`config.mk`:
```
export PLATFORM = sky130hd
export DESIGN_NAME = frame_mem_arbiter
export DESIGN_NICKNAME = d
export VERILOG_FILES = /design/src/rtl/frame_mem_pkg.sv /design/src/rtl/frame_mem_arbiter_rr_picker.sv /design/src/rtl/frame_mem_arbiter.sv
export SDC_FILE = /design/constraint.sdc
export NUM_CORES = 1
export LEC_CHECK = 0
export ABC_CLOCK_PERIOD_IN_PS = 6300
export CORE_UTILIZATION = 43
export CTS_BUF_LIST = sky130_fd_sc_hd__clkbuf_4 sky130_fd_sc_hd__clkbuf_8
export CTS_CLUSTER_SIZE = 10
export DETAILED_ROUTE_END_ITERATION = 16
export PLACE_DENSITY = 0.95
export SYNTH_ARGS = -nofsm -noshare
export SYNTH_HDL_FRONTEND = slang
export SYNTH_SLANG_ARGS = --single-unit
```
`constraint.sdc`:
```
create_clock -name clk -period 6.3 [get_ports clk]
set_clock_uncertainty 0.2 [all_clocks]
set_input_delay 1.26 -clock clk [delete_from_list [all_inputs] [get_ports clk]]
set_output_delay 1.26 -clock clk [all_outputs]
set_load 0.005 [all_outputs]
```
`src/rtl/frame_mem_pkg.sv`:
```
`default_nettype none
// ============================================================================
// Module   : frame_mem_pkg
// Brief    : Shared types and default constants for the frame-buffer arbiter
//            and the edge-detection stage engines that share the RAM.
// Revision : 1.0
// ============================================================================
package frame_mem_pkg;

  // Arbiter states: waiting for a requester, or serving one owner's burst
  typedef enum logic [0:0] {
    ARB_IDLE  = 1'b0,
    ARB_GRANT = 1'b1
  } arb_state_t;

  // Defaults shared with the stage engines
  localparam int unsigned FM_NUM_REQ   = 5;
  localparam int unsigned FM_ADDR_W    = 16;
  localparam int unsigned FM_DATA_W    = 8;
  localparam int unsigned FM_MAX_BURST = 16;

endpackage
`default_nettype wire

```
`src/rtl/frame_mem_arbiter_rr_picker.sv`:
```
`default_nettype none
// ============================================================================
// Module   : rr_picker
// Brief    : Combinational round-robin winner search. Scans the request vector
//            upward from the pointer, wrapping, and reports the first hit.
// Revision : 1.0
// ============================================================================
module rr_picker #(
  parameter int NUM_REQ = 5,
  parameter int IDX_W   = $clog2(NUM_REQ)
) (
  input  logic [NUM_REQ-1:0] i_req,
  input  logic [IDX_W-1:0]   i_rr_ptr,
  output logic               o_valid,
  output logic [IDX_W-1:0]   o_winner
);

  // First set request at or after the pointer, modulo NUM_REQ
  always_comb begin
    o_valid  = 1'b0;
    o_winner = '0;
    for (int k = 0; k < NUM_REQ; k++) begin
      if (!o_valid && i_req[IDX_W'((int'(i_rr_ptr) + k) % NUM_REQ)]) begin
        o_valid  = 1'b1;
        o_winner = IDX_W'((int'(i_rr_ptr) + k) % NUM_REQ);
      end
    end
  end

endmodule
`default_nettype wire

```
`src/rtl/frame_mem_arbiter.sv`:
```
`default_nettype none
// ============================================================================
// Module   : frame_mem_arbiter
// Brief    : Round-robin arbiter sharing one single-port frame RAM between the
//            stage engines. Grants bounded bursts, one bubble between owners,
//            and steers 1-cycle read data back via a registered valid tag.
// Revision : 1.0
// ============================================================================
module frame_mem_arbiter
  import frame_mem_pkg::*;
#(
  parameter int NUM_REQ   = 5,
  parameter int ADDR_W    = 16,
  parameter int DATA_W    = 8,
  parameter int MAX_BURST = 16
) (
  input  logic                        clk,
  input  logic                        reset,
  input  logic                        i_enable,
  input  logic [NUM_REQ-1:0]          i_req,
  input  logic [NUM_REQ-1:0]          i_req_we,
  input  logic [NUM_REQ*ADDR_W-1:0]   i_req_addr,
  input  logic [NUM_REQ*DATA_W-1:0]   i_req_wdata,
  output logic [NUM_REQ-1:0]          o_gnt,
  output logic [NUM_REQ-1:0]          o_accept,
  output logic [NUM_REQ-1:0]          o_rvalid,
  output logic [DATA_W-1:0]           o_rdata,
  output logic                        o_mem_en,
  output logic                        o_mem_we,
  output logic [ADDR_W-1:0]           o_mem_addr,
  output logic [DATA_W-1:0]           o_mem_wdata,
  input  logic [DATA_W-1:0]           i_mem_rdata,
  output logic                        o_busy,
  output logic [$clog2(NUM_REQ)-1:0]  o_owner
);

  localparam int IDX_W = $clog2(NUM_REQ);
  localparam int CNT_W = $clog2(MAX_BURST + 1);

  arb_state_t         r_state,     w_state_nxt;
  logic [IDX_W-1:0]   r_owner,     w_owner_nxt;
  logic [IDX_W-1:0]   r_rr_ptr,    w_rr_ptr_nxt;
  logic [CNT_W-1:0]   r_burst_cnt, w_burst_cnt_nxt;
  logic [NUM_REQ-1:0] r_gnt,       w_gnt_nxt;
  logic [NUM_REQ-1:0] r_rvalid,    w_rvalid_nxt;

  logic               w_pick_valid;
  logic [IDX_W-1:0]   w_pick_idx;
  logic               w_own_req;
  logic               w_own_we;
  logic [ADDR_W-1:0]  w_own_addr;
  logic [DATA_W-1:0]  w_own_wdata;
  logic [IDX_W-1:0]   w_owner_inc;

  rr_picker #(
    .NUM_REQ (NUM_REQ),
    .IDX_W   (IDX_W)
  ) u_rr_picker (
    .i_req    (i_req),
    .i_rr_ptr (r_rr_ptr),
    .o_valid  (w_pick_valid),
    .o_winner (w_pick_idx)
  );

  // Owner's request fields; everyone else's fields are never looked at
  always_comb begin
    w_own_req   = i_req[r_owner];
    w_own_we    = i_req_we[r_owner];
    w_own_addr  = i_req_addr[int'(r_owner)*ADDR_W +: ADDR_W];
    w_own_wdata = i_req_wdata[int'(r_owner)*DATA_W +: DATA_W];
    w_owner_inc = (r_owner == IDX_W'(NUM_REQ - 1)) ? '0 : r_owner + 1'b1;
  end

  // Next-state, burst accounting and RAM port drive
  always_comb begin
    w_state_nxt     = r_state;
    w_owner_nxt     = r_owner;
    w_rr_ptr_nxt    = r_rr_ptr;
    w_burst_cnt_nxt = r_burst_cnt;
    w_gnt_nxt       = r_gnt;
    w_rvalid_nxt    = '0;
    o_accept        = '0;
    o_mem_en        = 1'b0;
    o_mem_we        = 1'b0;
    o_mem_addr      = '0;
    o_mem_wdata     = '0;
    case (r_state)
      ARB_IDLE: begin
        if (i_enable && w_pick_valid) begin
          w_state_nxt             = ARB_GRANT;
          w_owner_nxt             = w_pick_idx;
          w_burst_cnt_nxt         = '0;
          w_gnt_nxt               = '0;
          w_gnt_nxt[w_pick_idx]   = 1'b1;
        end
      end
      ARB_GRANT: begin
        if (w_own_req) begin
          o_accept[r_owner]     = 1'b1;
          o_mem_en              = 1'b1;
          o_mem_we              = w_own_we;
          o_mem_addr            = w_own_addr;
          o_mem_wdata           = w_own_wdata;
          w_rvalid_nxt[r_owner] = !w_own_we;
          w_burst_cnt_nxt       = r_burst_cnt + CNT_W'(1);
          // Last allowed access of the burst closes the grant
          if (r_burst_cnt == CNT_W'(MAX_BURST - 1)) begin
            w_state_nxt  = ARB_IDLE;
            w_gnt_nxt    = '0;
            w_rr_ptr_nxt = w_owner_inc;
          end
        end else begin
          // Owner went quiet: hand the RAM back
          w_state_nxt  = ARB_IDLE;
          w_gnt_nxt    = '0;
          w_rr_ptr_nxt = w_owner_inc;
        end
      end
      default: begin
        w_state_nxt = ARB_IDLE;
        w_gnt_nxt   = '0;
      end
    endcase
  end

  // State and bookkeeping registers
  always_ff @(posedge clk or posedge reset) begin
    if (reset) begin
      r_state     <= ARB_IDLE;
      r_owner     <= '0;
      r_rr_ptr    <= '0;
      r_burst_cnt <= '0;
      r_gnt       <= '0;
      r_rvalid    <= '0;
    end else begin
      r_state     <= w_state_nxt;
      r_owner     <= w_owner_nxt;
      r_rr_ptr    <= w_rr_ptr_nxt;
      r_burst_cnt <= w_burst_cnt_nxt;
      r_gnt       <= w_gnt_nxt;
      r_rvalid    <= w_rvalid_nxt;
    end
  end

  assign o_gnt    = r_gnt;
  assign o_busy   = (r_state == ARB_GRANT);
  assign o_owner  = r_owner;
  assign o_rvalid = r_rvalid;
  assign o_rdata  = i_mem_rdata;

endmodule
`default_nettype wire

```
==> results of run 1 <==
-- per-layer routing --
layer  GRT usage (%)  routed length, um
met4            13.8                485
met1            39.0               6140
met3            5.89               1400
met2            53.3               7650
met5               0                  0
-- worst max-delay path, delay by kind of cell, from the launching register on --
family          cells  cell delay, ps
compound gates      5            1820
simple gates        5            1000
fa+ha+maj           4            1120
mux                 1             190
buf+inv             3             660
flops               1             710
-- state kept, by name (all words and copies together) (netlist names) --
signal and flops:
o_gnt 5, o_rvalid 5, r_burst_cnt 5, o_owner 3, r_rr_ptr 3, o_busy 1
-- cells in the mapped netlist, drive strengths merged (3+ instances only) --
cell type and number:
or2 3, o31ai 3, xnor2 7, mux2i 36, a21oi 39, mux2 3, a211o 5, nor2 77
o22ai 5, o21ai 20, a2bb2oi 3, ha 25, o22a 26, clkbuf 31, a31o 3, a2111oi 4
nand3 11, inv 22, o21ba 3, o211ai 9, or3 5, nor4 6, nor2b 8, buf 21
nand2 30, nor3 14, a31oi 7, nor3b 6, a21o 6, dfrtp 22, a22oi 26, a221oi 3
a211oi 7, nand2b 7
-- worst paths after layout --
kind | from | endpoint | slack, ps | cells after the start
setup / recovery | r_rr_ptr[1] | o_gnt[2] | 460 | 18
hold / removal | o_gnt[0] | o_gnt[0] | 320 | 1
setup reg to reg | r_rr_ptr[1] | o_gnt[2] | 460 | 18
hold reg to reg | o_gnt[0] | o_gnt[0] | 320 | 1
max in group asynchronous | reset | o_owner[1] | 4060 | 2
min in group asynchronous | reset | o_owner[2] | 1260 | 2
-- area by class of cell --
cell class                      instances  area, um^2
Clock buffer                            3        41.3
Timing Repair Buffer                  188        1870
Clock inverter                          1        30.0
Fill cell                             744        3060
Tap cell                              108         135
Sequential cell                        22         552
Multi-Input combinational cell        446        3110
Inverter                               24        92.6
-- kinds of logic (layout without fill, tap and decap cells) --
group,count (synthesis),count (layout)
xor gates and xnor gates,9,9
adders and majority gates,25,25
and+or+nand+nor,181,181
buffers and inverters,76,216
DFF,22,22
AOI/OAI and AO/OA,191,191
muxes,40,40
-- power groups by stage --
stage               logic, W  clock network (W)  registers, W
finish               0.00313           0.000136      0.000242
global route         0.00339           0.000142      0.000248
CTS                  0.00306           0.000135      0.000242
detailed placement   0.00304                  0      0.000244
global placement     0.00295                  0      0.000240
floorplan            0.00230                  0      0.000222
-- metrics by stage --
stage               cell area [um^2]  setup WS, ps  util (%)
global route                    5830           145      65.6
global placement                5760           958      64.8
detailed placement              5760           564      64.8
CTS                             5830           548      65.6
floorplan                       4020           881         -
finish                          5830           462      65.6
==> out/metrics.cfg, run 1 <==
[run_status]
status = completed

[final_layout]
final_cell_mix = clkdlybuf4s50_1 (177), nor2_1 (77), a21oi_1 (38)
final_common_cell = clkdlybuf4s50_1
antenna_cells = 0
fin_nets = 851
fin_cells = 792
post_route_cells_drive_above_1_share_pct = 5.70
area_delta_synth_final_pct = 45.2

[clocking]
htreeDepth = 1
cts-buffers-inserted = 3
clock-sinks = 22
clockBufferDepth = 2
path_clk_slew_ps = 90
cts_setup_buffers = 0
postCtsResizedCells = 0
hold_buffers = 0
cts-root-buf = clkbuf_8
insertion_delay_ps = 280
cts_tree = done

[yosys]
synth-xor-area-share_pct = 2.15
synthAdderAreaFrac_pct = 7.79
synth_nets = 710
yosysSeqAreaShare_pct = 13.7
synth_seq_cells = 22
synth_top_family_by_area = compound AO/OA/AOI/OAI gates
async_flop_share_pct = 100
syn-instance-count = 544
yosysUniqueCellTypes = 83
synth-simple-area-share_pct = 22.0
yosysTopAreaCell = dfrtp_1
synth_area_leaders = dfrtp_1 (14%), mux2i_1 (9.0%), ha_1 (7.8%)
synth_edf_count = 0
synth-main-ff-cell = dfrtp_1
synth_compound_area_share_pct = 35.2
synth_top_area_share_pct = 13.7
yosysWarningCount = 0
synthesis.area_um2 = 4020
synthMuxAreaShare_pct = 10.4
avgSynthCellArea_um2 = 7.38

[grt]
grt_antenna_before_repair = 0
track_usage_pct = 31.4
grt.overflow.total = 0
grt_max_degree = 42
first_global_vias = 5045
grt_pass1_wl_mm = 24.6

[route]
dr.pass1.iters = 5
drc = 0
drt_iter0_drc = 374
vias_per_cell = 6.28
ant_nets = 0
vias = 4972
totalWireLength_mm = 15.7
avgRoutedWirePerCell_um = 19.8

[setup_path]
crit_type = flip-flop to flip-flop
worstPathArrival_ps = 5790
crit_top_cell = ha_1
critPathSlowestCell = dfrtp_1
cp_max_fo = 18
crit_path_start_kind = flip-flop
critPathCaptureType = flip-flop
required_ps = 6250
critical-path-max-stage-delay_ps = 710
critical_path.cell_chain = clkinv_1, ha_1, inv_1, ha_1, inv_1, ha_1, or3_4, nand3_1, nand2_1, ha_1, nor2b_1, o22ai_1, mux2i_1, o311ai_2, o21ba_2, a211o_1, and2_1, a22o_1

[min_path]
worstHoldPathType = flip-flop to flip-flop

[floorplan]
rows = 34
ios = 194
fp.dieH_um = 98.6
initial_core_util_pct = 45.2
core_um2 = 8890
dieArea_um2 = 9730
fp.dieW_um = 98.6

[timing]
tightest_slew_ps = 901
hold_viol = 0
min_period_ps = 5840
setup_viol = 0
period_share_pct = 92.7
maxSlewViolCount = 0
rsz0062_at_grt = false
fin_tns_setup_ps = 0
slew_headroom_pct = 39.5
fin_hold_ws_ps = 315
max_freq_mhz = 171

[power_and_ir_drop]
p_leak_nw = 2.29
p_sw_w = 0.00192
ir_drop_mv = 0.302
p_total_w = 0.00351
powerDensity_nw_per_um2 = 602
pwr-share-clk_pct = 3.9
p_comb_share_pct = 89.2
p_int_w = 0.00159
swShare_pct = 54.6
p_seq_share_pct = 6.9

[placed_design]
dpl.hpwl_mm = 12.0
dpl.cell_count = 788
io_buffers = 177
gp_congestion = 0.960

[flow_run]
max-cap-violations = 0

(Power assumes the default switching activity.)
==> run 2: changes to the inputs <==
--- a/config.mk
+++ b/config.mk
@@ -6,6 +6,7 @@
 export NUM_CORES = 1
 export LEC_CHECK = 0
 export ABC_CLOCK_PERIOD_IN_PS = 6300
+export CAP_MARGIN = 20
 export CORE_UTILIZATION = 43
 export CTS_BUF_LIST = sky130_fd_sc_hd__clkbuf_4 sky130_fd_sc_hd__clkbuf_8
 export CTS_CLUSTER_SIZE = 10
==> results of run 2 <==
The final DEF is identical to that of run 1; final timing and power are the same.
